===== src/rtl/timer_irq_arb.sv =====
// -----------------------------------------------------------------------------
// timer_irq_arb
//   Collects the level interrupt lines of a timer, turns rising edges into
//   latched pending flags (with sticky overflow on missed events), and presents
//   one enabled pending source at a time to the CPU using round-robin
//   arbitration. A presented request is held until acknowledged, or withdrawn
//   when its pending flag is cleared or its enable bit is removed. Every
//   acknowledge is followed by a single idle gap cycle.
//
// Ports
//   clk       in   1          single clock, all state on rising edge
//   rst       in   1          synchronous active-high reset
//   src_irq   in   NSRC       level interrupt lines from the timer
//   mask_we   in   1          write strobe for the enable mask
//   mask_in   in   NSRC       enable mask data, 1 = enabled
//   clr_we    in   1          write strobe for software clear
//   clr_in    in   NSRC       bits to clear in pending and overflow
//   irq_ack   in   1          CPU acknowledge of the presented interrupt
//   irq       out  1          interrupt request to the CPU (registered)
//   irq_id    out  IDW        index of the presented source (registered)
//   pending   out  NSRC       latched pending flags
//   overflow  out  NSRC       sticky missed-event flags
//   mask      out  NSRC       current enable mask
// -----------------------------------------------------------------------------
module timer_irq_arb #(
    parameter int NSRC = 4,
    parameter int IDW  = (NSRC > 1) ? $clog2(NSRC) : 1
) (
    input  logic            clk,
    input  logic            rst,
    input  logic [NSRC-1:0] src_irq,
    input  logic            mask_we,
    input  logic [NSRC-1:0] mask_in,
    input  logic            clr_we,
    input  logic [NSRC-1:0] clr_in,
    input  logic            irq_ack,
    output logic            irq,
    output logic [IDW-1:0]  irq_id,
    output logic [NSRC-1:0] pending,
    output logic [NSRC-1:0] overflow,
    output logic [NSRC-1:0] mask
);

    typedef enum logic [1:0] {
        ST_IDLE = 2'd0,
        ST_REQ  = 2'd1,
        ST_GAP  = 2'd2
    } state_t;

    state_t          r_state;
    state_t          w_state_next;
    logic [NSRC-1:0] r_src_q;
    logic [NSRC-1:0] r_pending;
    logic [NSRC-1:0] r_overflow;
    logic [NSRC-1:0] r_mask;
    logic            r_irq;
    logic [IDW-1:0]  r_irq_id;
    logic [IDW-1:0]  r_last_grant;

    logic [NSRC-1:0] w_edge;
    logic [NSRC-1:0] w_clr;
    logic [NSRC-1:0] w_ack_vec;
    logic [NSRC-1:0] w_pending_next;
    logic [NSRC-1:0] w_overflow_next;
    logic [NSRC-1:0] w_mask_next;
    logic [NSRC-1:0] w_req;
    logic            w_ack;
    logic            w_withdraw;
    logic            w_load_id;
    logic [IDW-1:0]  w_winner;
    logic [IDW-1:0]  w_idx;

    // Event detection and next values of the flag registers.
    always_comb begin
        w_edge    = src_irq & ~r_src_q;
        w_clr     = {NSRC{clr_we}} & clr_in;
        w_ack     = (r_state == ST_REQ) & irq_ack;
        w_ack_vec = w_ack ? ({{(NSRC-1){1'b0}}, 1'b1} << r_irq_id) : {NSRC{1'b0}};
        // A new edge wins over both a software clear and an acknowledge.
        w_pending_next  = w_edge | (r_pending & ~w_clr & ~w_ack_vec);
        // A clear also suppresses the overflow an edge would otherwise set.
        w_overflow_next = (r_overflow | (w_edge & r_pending)) & ~w_clr;
        w_mask_next     = mask_we ? mask_in : r_mask;
        w_req           = r_pending & r_mask;
        // Withdraw when the presented source loses its pending flag or enable;
        // only consulted when no acknowledge is present.
        w_withdraw = ~w_pending_next[r_irq_id] | ~w_mask_next[r_irq_id];
    end

    // Round-robin winner: lowest offset from last_grant+1 with a request.
    // Iterating from the farthest offset down leaves the nearest hit in w_winner.
    always_comb begin
        w_winner = {IDW{1'b0}};
        w_idx    = {IDW{1'b0}};
        for (int k = NSRC; k >= 1; k--) begin
            w_idx    = IDW'((int'(r_last_grant) + k) % NSRC);
            w_winner = w_req[w_idx] ? w_idx : w_winner;
        end
    end

    // Presentation FSM next-state logic.
    always_comb begin
        w_state_next = r_state;
        w_load_id    = 1'b0;
        case (r_state)
            ST_IDLE: begin
                if (|w_req) begin
                    w_state_next = ST_REQ;
                    w_load_id    = 1'b1;
                end else begin
                    w_state_next = ST_IDLE;
                end
            end
            ST_REQ: begin
                if (irq_ack) begin
                    w_state_next = ST_GAP;
                end else if (w_withdraw) begin
                    w_state_next = ST_IDLE;
                end else begin
                    w_state_next = ST_REQ;
                end
            end
            ST_GAP: begin
                w_state_next = ST_IDLE;
            end
            default: begin
                w_state_next = ST_IDLE;
            end
        endcase
    end

    // Source sampling, pending/overflow flags and enable mask.
    always_ff @(posedge clk) begin
        if (rst) begin
            r_src_q    <= {NSRC{1'b0}};
            r_pending  <= {NSRC{1'b0}};
            r_overflow <= {NSRC{1'b0}};
            r_mask     <= {NSRC{1'b0}};
        end else begin
            r_src_q    <= src_irq;
            r_pending  <= w_pending_next;
            r_overflow <= w_overflow_next;
            r_mask     <= w_mask_next;
        end
    end

    // FSM state, registered request outputs and round-robin pointer.
    always_ff @(posedge clk) begin
        if (rst) begin
            r_state      <= ST_IDLE;
            r_irq        <= 1'b0;
            r_irq_id     <= {IDW{1'b0}};
            r_last_grant <= IDW'(NSRC - 1);
        end else begin
            r_state <= w_state_next;
            r_irq   <= (w_state_next == ST_REQ);
            if (w_load_id) begin
                r_irq_id <= w_winner;
            end
            if (w_ack) begin
                r_last_grant <= r_irq_id;
            end
        end
    end

    assign irq      = r_irq;
    assign irq_id   = r_irq_id;
    assign pending  = r_pending;
    assign overflow = r_overflow;
    assign mask     = r_mask;

endmodule

===== config.mk =====
export PLATFORM = sky130hd
export DESIGN_NAME = timer_irq_arb
export DESIGN_NICKNAME = d
export VERILOG_FILES = /design/src/rtl/timer_irq_arb.sv
export SDC_FILE = /design/constraint.sdc
export NUM_CORES = 1
export LEC_CHECK = 0
export ABC_AREA = 1
export BUFFER_PORTS_ARGS = -buffer_cell sky130_fd_sc_hd__clkbuf_2
export CORE_UTILIZATION = 45
export DETAILED_ROUTE_END_ITERATION = 10
export HOLD_SLACK_MARGIN = 0.1
export PLACE_DENSITY = 0.76
export SYNTH_ARGS = -nofsm -noshare
export SYNTH_HDL_FRONTEND = slang
export SYNTH_SLANG_ARGS = --single-unit

===== constraint.sdc =====
create_clock -name clk -period 2.6 [get_ports clk]
set_input_delay 0.26 -clock clk [delete_from_list [all_inputs] [get_ports clk]]
set_output_delay 0.26 -clock clk [all_outputs]
set_load 0.05 [all_outputs]

==> results of run 1 <==
-- placed cells by master, fill, tap and decap left out, types with 2 or more instances in the layout --
master,n
nand2_1,57
clkbuf_2,31
inv_1,25
dfxtp_1,23
nor2_1,18
a21oi_1,15
nand3_1,13
nand2_2,6
o21ai_0,5
and2_1,4
clkbuf_4,3
inv_4,2
o21ai_1,2
o211ai_1,2
-- metrics by stage --
| step | hold WS, ns | instances | utilization, % |
|---|---|---|---|
| 4_1_cts | 0.1316 | 244 | 55.56 |
| 2_1_floorplan | 0.3849 | 182 | - |
| 3_5_place_dp | 0.4576 | 240 | 54.34 |
| 6_report | 0.1328 | 244 | 55.56 |
| 5_1_grt | 0.1387 | 244 | 55.56 |
| 3_3_place_gp | 0.4593 | 240 | 54.34 |
-- per-layer routing --
layer,GRT usage [%],up-vias,wire [um]
li1,-,634,-
met1,27.35,506,1190
met2,34.81,33,1134
met3,2.586,4,137
met4,6.579,0,26
met5,0,-,0
-- worst max path at each step --
| stage | start | cells after the start | slack, ns | to |
|---|---|---|---|---|
| floorplan | irq_id[1] | 7 | 1.13 | irq |
| global placement | r_last_grant[0] | 10 | 1.24 | irq_id[0] |
| detailed placement | r_last_grant[0] | 10 | 1.24 | irq_id[0] |
| CTS | r_last_grant[0] | 10 | 1.20 | irq_id[0] |
| global route | r_last_grant[0] | 10 | 1.03 | irq_id[0] |
| finish | r_last_grant[0] | 10 | 1.20 | irq_id[0] |
-- cells by family after synthesis --
family / count (synthesis)
AO/OA/AOI/OAI: 26
flip-flops: 23
AND/OR/NAND/NOR: 102
buffers and inverters: 31
-- registers in the layout, indices dropped and copies added (netlist names) --
name,cells
irq,1
irq_id,2
mask,4
overflow,4
pending,4
r_last_grant,2
r_src_q,4
r_state,2
-- final cells by class --
class / instances / area [um^2] / area share [%]
tap: 30 / 37.54 / 2.727
sequential: 23 / 460.4 / 33.45
timing repair buffer: 31 / 155.1 / 11.27
multi-input combinational: 128 / 583.1 / 42.36
clock inverter: 1 / 7.507 / 0.5455
clock buffer: 3 / 22.52 / 1.636
inverter: 28 / 110.1 / 8.000
-- worst register-to-register path, delay by kind of cell (launching register included) --
kind | cells | cell delay [ns]
buf+inv | 2 | 0.14
flops | 1 | 0.56
compound gates | 2 | 0.25
simple gates | 6 | 0.40
-- power by group through the flow --
| stage | Combinational [uW] | Sequential (uW) | Clock, uW |
|---|---|---|---|
| 2_1_floorplan | 73.4 | 439 | 0 |
| 3_3_place_gp | 156 | 400 | 0 |
| 3_5_place_dp | 158 | 399 | 0 |
| 4_1_cts | 158 | 391 | 175 |
| 5_1_grt | 175 | 395 | 189 |
| 6_report | 157 | 391 | 172 |
==> metrics, run 1 <==
status finished clean; largest net degree at the start of global routing 22; combinational power share between 20% and 30%; n_diodes 0; post-synthesis compound-gate area fraction 12.06%; worst hold path class in2reg; aggregate global-route resource usage 20.77%; cell family with most CP delay flip-flops; post-synthesis mux area share 0%; PortBufs 31; CTS Buf Count 3; simple-gate share of the synthesized area a little under two fifths; Die ar. ~0.0028 mm^2; CP Capture Type register; worst slew pin tran 0.4580 ns; Slew Limit Fails 0; routed vias 1177; Synth top area share 39.27%; Post-synth top cells nand2_1 (57), inv_1 (25), dfxtp_1 (23), nor2_1 (18), a21oi_1 (15); most frequent cell after synthesis nand2_1; Psw 242.8 uW; CTS root buf clkbuf_4; Clock Latency Late Sink 0.32 ns; fraction of layout instances using a drive strength above 1 21.96%; Worst R2R Setup Slack 1.20 ns; cell count after synthesis roughly 180; main flop type after synthesis dfxtp_1; CTS sink count 23; DRC Markers 0; via density per instance 4.824; Sequential Power Share 54.4%; CP startpoint kind register; area leader, netlist dfxtp_1; FF+latch count, synth 23; placed inst area around 0.0013 mm^2; Worst IR Drop VDD ~350 uV; setup slack at placement between 1 and 1.5 ns; sequential fraction of the synthesis area 39.27%; internal cell power 477.1 uW; worst path required time 2.85 ns; antenna violations before repair 0; P_leak 0.0007160 uW; Clock Skew roughly 0.013 ns; fin crit period 1.399 ns; synth-to-layout area growth 17.40%; num ports 32; Rel. slew slack a little under 70%; slowest stage delay, CP about 0.56 ns; clock network fraction of total power 23.9%; syn_area_per_cell approximately 6.4 um^2; hpwl dp 2016 um; Pwr Total 720.0 uW; Worst R2R Start r_last_grant[0]; period utilization between 50% and 60%; Hold Path End r_src_q[1]; number of setup violations in the final report 0; Post-DRT Antenna Nets 0; Initial Util between 40% and 50%; final worst setup slack 1.201 ns; Synth Area in Adders 0%; Cell Pwr Density 523.1 mW/mm^2; warning count from the yosys run 0; fin area 0.001376 mm^2; total wire length between 2000 and 2500 um; FMAX 714.6 MHz; WHS Path Cells 3; detailed-router iteration count before antenna repair 7; Worst Path Max Fanout 9; Synth cell types 21; Iter 0 DRT Violations 24; Die Ht approximately 53 um; row cnt 18; Post-Syn Nets 199; R2R Path End irq_id[0]; Overflow after GRT 0; Worst Path Buf+Inv 2; drt wl/cell 10.20 um; area of the mapped netlist 0.001172 mm^2; crit path DAT 1.65 ns; Clock transition at path regs 0.14 ns; CORE AREA 0.002477 mm^2; Final Hold Viols 0; maxcap violations 0; RSZ-0062 raised after global routing no; CP Cell Sequence inv_4 -> nand2_2 -> nand2_4 -> inv_4 -> nand2_2 -> nand2_1 -> nor2_1 -> a21oi_1 -> nand2_1 -> a21oi_2; nets 232; CTS tree done; CTS Hold Bufs 0; CP max stage cell dfxtp_1; Post-synth EDFFs 0; vias in the first global route around 1000; post-CTS resize count 0; Net Sw Frac roughly a third; layout filler cell count 267; main combinational cell family by area after synthesis simple AND/OR/NAND/NOR gates; Crit Path Category reg2reg; hold wc startpoint src_irq[1]; asr flop ratio synth 0%; R2R depth 10; Total Neg Setup Slack 0 ns; CTS H-tree lvls 1; Synth Area in XOR/XNOR 0%; GPL Wtd Cong approximately 0.8; CTS max path bufs 2; Chip Width 53.04 um; Post-CTS Setup Inserts 0; first-pass GRT wire length approximately 4200 um; top cells by area, synth dfxtp_1 (39%), nand2_1 (18%), inv_1 (8.0%)
(Power assumes the default switching activity.)
==> run 2: changes to the inputs <==
Settings changed: PLACE_DENSITY 0.76 to 0.79.
Clock period 2.6 ns to 1.2 ns, I/O delays scaled along.
==> run 2 against run 1 <==
Net effect:
- the flow now finishes with violations (negative setup slack)
- via count grew 13%
- critical path depth decreased by 1
- flip-flop and latch count did not move
- clock skew is 0.0095 ns lower
- cell count rose by 11%
- critical endpoint unchanged
- largest power group unchanged
==> metrics, run 2 (same netlist as run 1, synthesis figures left out) <==
CP max stage cell dfxtp_4; synth-to-layout area growth 47.28%; CTS Buf Count 3; vias in the first global route between 1000 and 1500; Final Hold Viols 0; final worst setup slack -0.03354 ns; Clock transition at path regs 0.12 ns; met3 GRT Util 3.448%; antenna violations before repair 0; grt met1 use 28.02%; CP startpoint kind register; FMAX 810.7 MHz; CP Cell Sequence inv_6 -> nand3_2 -> nand2_2 -> nand2_4 -> nand2_4 -> nand2_1 -> a21oi_2 -> nand2_1 -> a21oi_2; most common cell after layout, fill and taps aside nand2_1; placed inst area ~0.0015 mm^2; Overflow after GRT 0; global route hottest layer met2; CTS root buf clkbuf_4; Iter 0 DRT Violations 16; CORE AREA 0.002477 mm^2; setup slack at placement -0.1381 ns; Crit Path Category reg2reg; Slew Limit Fails 0; crit path DAT between 1 and 1.5 ns; Clock Skew 0.003571 ns; CTS tree done; maxcap violations 0; routed vias 1332; drt wl/cell about 11 um; aggregate global-route resource usage 23.51%; Die ar. 0.002813 mm^2; Die Ht 53.04 um; Rel. slew slack roughly 81%; Initial Util 47.32%; largest net degree at the start of global routing 14; GPL Wtd Cong 0.8461; grt met2 use between 40% and 50%; Total Neg Setup Slack -0.09815 ns; status finished with violations; Cell Pwr Density 956.1 mW/mm^2; slowest stage delay, CP 0.40 ns; Chip Width 53.04 um; period utilization 102.8%; n_diodes 0; row cnt 18; Pwr Total 1651 uW; nets about 260; CTS sink count 23; cell family with most CP delay simple AND/OR/NAND/NOR gates; detailed-router iteration count before antenna repair 4; fin area 0.001727 mm^2; number of setup violations in the final report 3; total wire length 2959 um; worst slew pin tran between 0.2 and 0.3 ns; Worst Path Max Fanout 7; CTS max path bufs 2; Post-DRT Antenna Nets 0; worst path required time 1.46 ns; Worst IR Drop VDD 827.6 uV; DRC Markers 0; fraction of layout instances using a drive strength above 1 40.83%; RSZ-0062 raised after global routing yes; Clock Latency Late Sink 0.32 ns; via density per instance 4.933; Worst Path Buf+Inv 1; violated checks negative setup slack; CP Capture Type register; first-pass GRT wire length 4650 um; PortBufs 31; num ports 32; CTS H-tree lvls 1; commonest non-fill, non-tap cells in the layout nand2_1 (53), clkbuf_2 (30), inv_1 (22), buf_4 (18), nor2_1 (15); P_leak about 0.00085 uW; fin crit period 1.234 ns; worst hold path class in2reg; hpwl dp 2108 um
[run 2: worst reg2reg max path, stage by stage (launching register included)]
cell	delay, ns
dfxtp_4	0.40
inv_6	0.08
nand3_2	0.06
nand2_2	0.12
nand2_4	0.07
nand2_4	0.07
nand2_1	0.07
a21oi_2	0.12
nand2_1	0.08
a21oi_2	0.10
[run 2: cell type report]
class | instances | area (um^2)
Fill cell | 227 | 750.7
Multi-Input combinational cell | 128 | 664.4
Sequential cell | 23 | 508.0
Timing Repair Buffer | 57 | 375.4
Inverter | 28 | 115.1
Tap cell | 30 | 37.54
Clock buffer | 4 | 26.28
[run 2: worst paths after layout]
kind / from / endpoint / slack [ns] / cells past startpoint
worst min register to register: overflow[1] / overflow[1] / 0.48 / 2
worst max-delay path: r_last_grant[0] / irq_id[0] / -0.03 / 9
worst max register to register: r_last_grant[0] / irq_id[0] / -0.03 / 9
worst min-delay path: rst / r_last_grant[1] / 0.11 / 3
[run 2: repair_timing]
action                                 in CTS  in global routing
resized for setup                          15                 22
gates cloned                                0                  0
setup endpoints to repair                   5                  7
endpoints found under the hold margin      13                  0
pin swaps                                   4                  9
hold buffers                                9                  0
buffers inserted                            3                  1
[run 2: routing by layer]
layer	share of wire, %	wire length (um)	vias to the layer above
met5	0	0	-
met1	43	1260	596
met4	1.1	32	0
li1	-	-	692
met3	5.2	154	4
met2	51	1511	40
[run 2: report_power, final]
part | switching, uW | internal (uW)
registers | 48.2 | 797
logic | 270 | 173
clock network | 233 | 130
total | 551 | 1100
[run 2: stage by stage]
| step | cells | util (%) | hold WS [ns] |
|---|---|---|---|
| CTS | 269 | 66.92 | 0.1064 |
| global placement | 253 | 59.80 | 0.3335 |
| floorplan | 182 | - | 0.2449 |
| finish | 270 | 69.70 | 0.1128 |
| global route | 270 | 69.70 | 0.1330 |
| detailed placement | 253 | 59.80 | 0.3411 |
